**src/rtl/kim_fifo_top.sv**
```systemverilog
// kim_fifo_top: single-clock first-word-fall-through FIFO with valid/ready
// handshakes on the producer (s_*) and consumer (m_*) sides.
// Optional status ports (fifo_count, fifo_full, fifo_empty) are present only
// when the macro KIM_FIFO_STATUS_EN is defined.
module kim_fifo_top #(
  parameter int FIFO_DATA_LENGTH = 32,
  parameter int FIFO_DATA_DEPTH  = 4,
  parameter int FIFO_LOG2_DEPTH  = 2
) (
  input  logic                        clk,
  input  logic                        rst,
  input  logic                        s_valid,
  output logic                        s_ready,
  input  logic [FIFO_DATA_LENGTH-1:0] s_data,
  output logic                        m_valid,
  input  logic                        m_ready,
  output logic [FIFO_DATA_LENGTH-1:0] m_data
`ifdef KIM_FIFO_STATUS_EN
  ,
  output logic [FIFO_LOG2_DEPTH:0]    fifo_count,
  output logic                        fifo_full,
  output logic                        fifo_empty
`endif
);

  localparam int PW = FIFO_LOG2_DEPTH + 1;

  logic [FIFO_DATA_LENGTH-1:0] mem [FIFO_DATA_DEPTH];
  logic [PW-1:0]               wr_ptr;
  logic [PW-1:0]               rd_ptr;
  logic                        full;
  logic                        empty;
  logic                        do_wr;
  logic                        do_rd;

  // Status decode from registered pointers only; the MSB is the wrap bit.
  always_comb begin
    empty = (wr_ptr == rd_ptr);
    full  = (wr_ptr[FIFO_LOG2_DEPTH-1:0] == rd_ptr[FIFO_LOG2_DEPTH-1:0]) &&
            (wr_ptr[FIFO_LOG2_DEPTH] != rd_ptr[FIFO_LOG2_DEPTH]);
    s_ready = !full;
    m_valid = !empty;
    do_wr   = s_valid && !full;
    do_rd   = m_ready && !empty;
    m_data  = mem[rd_ptr[FIFO_LOG2_DEPTH-1:0]];
  end

  // Pointer update; reset overrides any handshake in the same cycle.
  always_ff @(posedge clk) begin
    if (rst) begin
      wr_ptr <= '0;
      rd_ptr <= '0;
    end else begin
      if (do_wr) wr_ptr <= wr_ptr + PW'(1);
      if (do_rd) rd_ptr <= rd_ptr + PW'(1);
    end
  end

  // Storage write; contents are intentionally not reset.
  always_ff @(posedge clk) begin
    if (!rst && do_wr) mem[wr_ptr[FIFO_LOG2_DEPTH-1:0]] <= s_data;
  end

`ifdef KIM_FIFO_STATUS_EN
  // Occupancy and flags exported for monitoring.
  always_comb begin
    fifo_count = wr_ptr - rd_ptr;
    fifo_full  = full;
    fifo_empty = empty;
  end
`endif

endmodule

```
**config.mk**
```make
export PLATFORM = sky130hd
export DESIGN_NAME = kim_fifo_top
export DESIGN_NICKNAME = d
export VERILOG_FILES = /design/src/rtl/kim_fifo_top.sv
export SDC_FILE = /design/constraint.sdc
export NUM_CORES = 1
export LEC_CHECK = 0
export CORE_ASPECT_RATIO = 1.75
export CORE_MARGIN = 5
export CORE_UTILIZATION = 50
export DETAILED_ROUTE_END_ITERATION = 10
export PLACE_DENSITY = 0.74
export SKIP_CTS_REPAIR_TIMING = 1
export SLEW_MARGIN = 5
export SYNTH_ARGS = -nofsm -noshare
export SYNTH_HDL_FRONTEND = slang
export SYNTH_SLANG_ARGS = --single-unit
```
**constraint.sdc**
```tcl
create_clock -name clk -period 2.9 [get_ports clk]
set_input_delay 0.58 -clock clk [delete_from_list [all_inputs] [get_ports clk]]
set_output_delay 0.58 -clock clk [all_outputs]
set_load 0.02 [all_outputs]
```
==> flow_summary_export.csv <==
group,metric,value,unit
clock_tree,clockBufferDepth,2,
global_routing,grt_use_total,0.169,
critical_path,critPathRequiredTime,2320,ps
timing,drv_slew,0,
timing,fmax,368,MHz
routing,avgViaCountPerCell,5.51,
yosys,yosysWarnings,0,
die,die_h,145,um
die,boundaryPins,70,
timing,clock_skew,7.48,ps
yosys,ys_types,28,
global_routing,gr-usage-met1,0.191,
finish,layout.nets,372,
critical_path,crit_fanout,11,
clock_tree,cts-htree-levels,4,
yosys,syn_inst,240,
timing,fin_crit_sh,0.938,
global_routing,grt_overflow_total,0,
min_path,hold_path_class,"reg -> reg",
timing,final_hold_viol_count,0,
routing,drtAntennaViolNets,0,
routing,drtPass1Iterations,4,
timing,min_period,2720,ps
global_routing,grt_first_pass_wirelength,15300,um
finish,layout_commonest_cell,"edfxtp_1",
place,dpl.hpwl,5990,um
finish,fillers,649,
routing,drc_errors,0,
pwr,vdd_drop_max,0.000607,V
finish,drive_above_1_share,0.247,
timing,grt_setup_unrepaired,"no",
yosys,ys_seq_elements,136,
critical_path,ff2ff_path_depth,4,
die,die_w,87.2,um
pwr,p_leak,2.23,nW
global_routing,grt_busiest_layer,"met2",
global_routing,grt_pass1_vias,2817,
run_status,status,"complete, no violations",
timing,slew_headroom,0.719,
yosys,avgSynthCellArea,21.7,sq um
routing,vias,2595,
critical_path,crit_arrival,2140,ps
global_routing,antenna_found_initial,0,
finish,syn2layout_area_growth,30.3,%
routing,wire_per_inst,20.4,um
yosys,seq_area_frac_synth,0.769,
clock_tree,clk_pin_slew,50,ps
global_routing,grtUsageMet2,0.289,
finish,final_cell_mix,"128 x edfxtp_1, 69 x clkdlybuf4s50_1, 32 x mux4_2",
routing,wirelength,9600,um
die,initial_core_util,0.509,
place,port_buffers,69,
timing,tns,0,ps
place,gp_congestion,0.810,
clock_tree,clock_latency,400,ps
timing,worst_pin_slew,420,ps
clock_tree,cts_tree,"yes",
finish,post-route-util,0.663,
min_path,min_path_cells,2,
die,std_cell_rows,49,
flow_run,drv_cap,0,
finish,antenna_cells,0,
global_routing,grt_max_degree,22,
timing,setup_viol,0,
clock_tree,numCtsBuffers,17,
critical_path,crit_type,"reg -> out",
clock_tree,clock_sinks,136,
pwr,power_density,978,nW/um^2
clock_tree,cts_root_buf,"clkbuf_16",
die,die-area,12600,sq um
yosys,synth_area,5210,sq um
critical_path,end_kind,"output port",
global_routing,use_met3,0.0613,
yosys,synth_nets,281,
critical_path,startpoint_type,"flip-flop",
routing,drt_iter0_drc,213,
die,core,10200,sq um
## area by class of cell
type | instances | area (sq um) | area share
clock buffer | 20 | 447 | 0.0658
clock inverter | 12 | 200 | 0.0295
inverter | 4 | 15.0 | 0.00221
multi-input combinational | 89 | 1140 | 0.168
sequential | 136 | 4010 | 0.590
tap | 127 | 159 | 0.0234
timing repair buffer | 83 | 821 | 0.121
## registers in the layout (all words and copies together), names as in the netlist, named ones only
register and count:
rd_ptr 3, wr_ptr 3, mem 128
## path summary, 6_finish.rpt
check | start | endpoint | slack, ps
min | rd_ptr[2]$_SDFFE_PP0P_ | rd_ptr[2]$_SDFFE_PP0P_ | 540
max reg2reg | rd_ptr[1]$_SDFFE_PP0P_ | mem[1][2]$_DFFE_PP_ | 990
max | flip-flop | m_data[3] | 180
min reg2reg | rd_ptr[2]$_SDFFE_PP0P_ | rd_ptr[2]$_SDFFE_PP0P_ | 540
## Yosys cell counts, drive strengths merged
| library cell | instances | area share |
|---|---|---|
| a211o | 1 | 0.0017 |
| a21oi | 2 | 0.0019 |
| a22oi | 1 | 0.0014 |
| a31oi | 2 | 0.0024 |
| a41oi | 2 | 0.0034 |
| and3 | 5 | 0.0060 |
| buf | 9 | 0.0094 |
| clkbuf | 2 | 0.0014 |
| dfxtp | 8 | 0.031 |
| edfxtp | 128 | 0.74 |
| ha | 5 | 0.012 |
| inv | 4 | 0.0029 |
| mux4 | 32 | 0.14 |
| nand2 | 5 | 0.0036 |
| nand3 | 7 | 0.0067 |
| nand4 | 5 | 0.0060 |
| nor2 | 1 | 0.00072 |
| nor2b | 3 | 0.0036 |
| nor3b | 4 | 0.0058 |
| nor4bb | 1 | 0.0019 |
| o211ai | 2 | 0.0029 |
| o21ai | 5 | 0.0048 |
| xnor2 | 3 | 0.0079 |
| xor2 | 3 | 0.0065 |
## layer usage
| layer | wire length, um | up-vias |
|---|---|---|
| met5 | 0 | - |
| met4 | 147 | 0 |
| met3 | 485 | 10 |
| met2 | 5490 | 62 |
| met1 | 3470 | 1335 |
| li1 | - | 1188 |
## power breakdown
part | switching, mW | internal (mW) | total [mW]
Clock | 0.754 | 1.55 | 2.30
Sequential | 0.107 | 2.36 | 2.46
Combinational | 0.926 | 0.946 | 1.87
## logic make-up after synthesis
family / share of synthesized area
AND/OR/NAND/NOR: 0.0343
multiplexers: 0.138
buffers and inverters: 0.0137
flip-flops: 0.769
adder cells (fa/ha/maj): 0.0120
XOR/XNOR: 0.0144
AO/OA/AOI/OAI: 0.0185
## critical path: stages (launching register included)
cell and delay (ps):
dfxtp_2 350, buf_4 260, mux4_2 560, clkdlybuf4s50_1 570
## through the flow
step | hold slack, ps | instance area (sq um) | instances | power (mW) | worst slack, ps
after global routing | 579 | 6790 | 471 | 6.93 | 27.6
after detailed placement | 545 | 6140 | 439 | 4.40 | 601
after CTS | 551 | 6790 | 471 | 6.70 | 124
after floorplan | 514 | 5210 | 240 | 3.62 | 665
after global placement | 522 | 6140 | 439 | 4.37 | 605
final | 543 | 6790 | 471 | 6.64 | 180
Note: power is estimated with default switching activity, not from simulation.
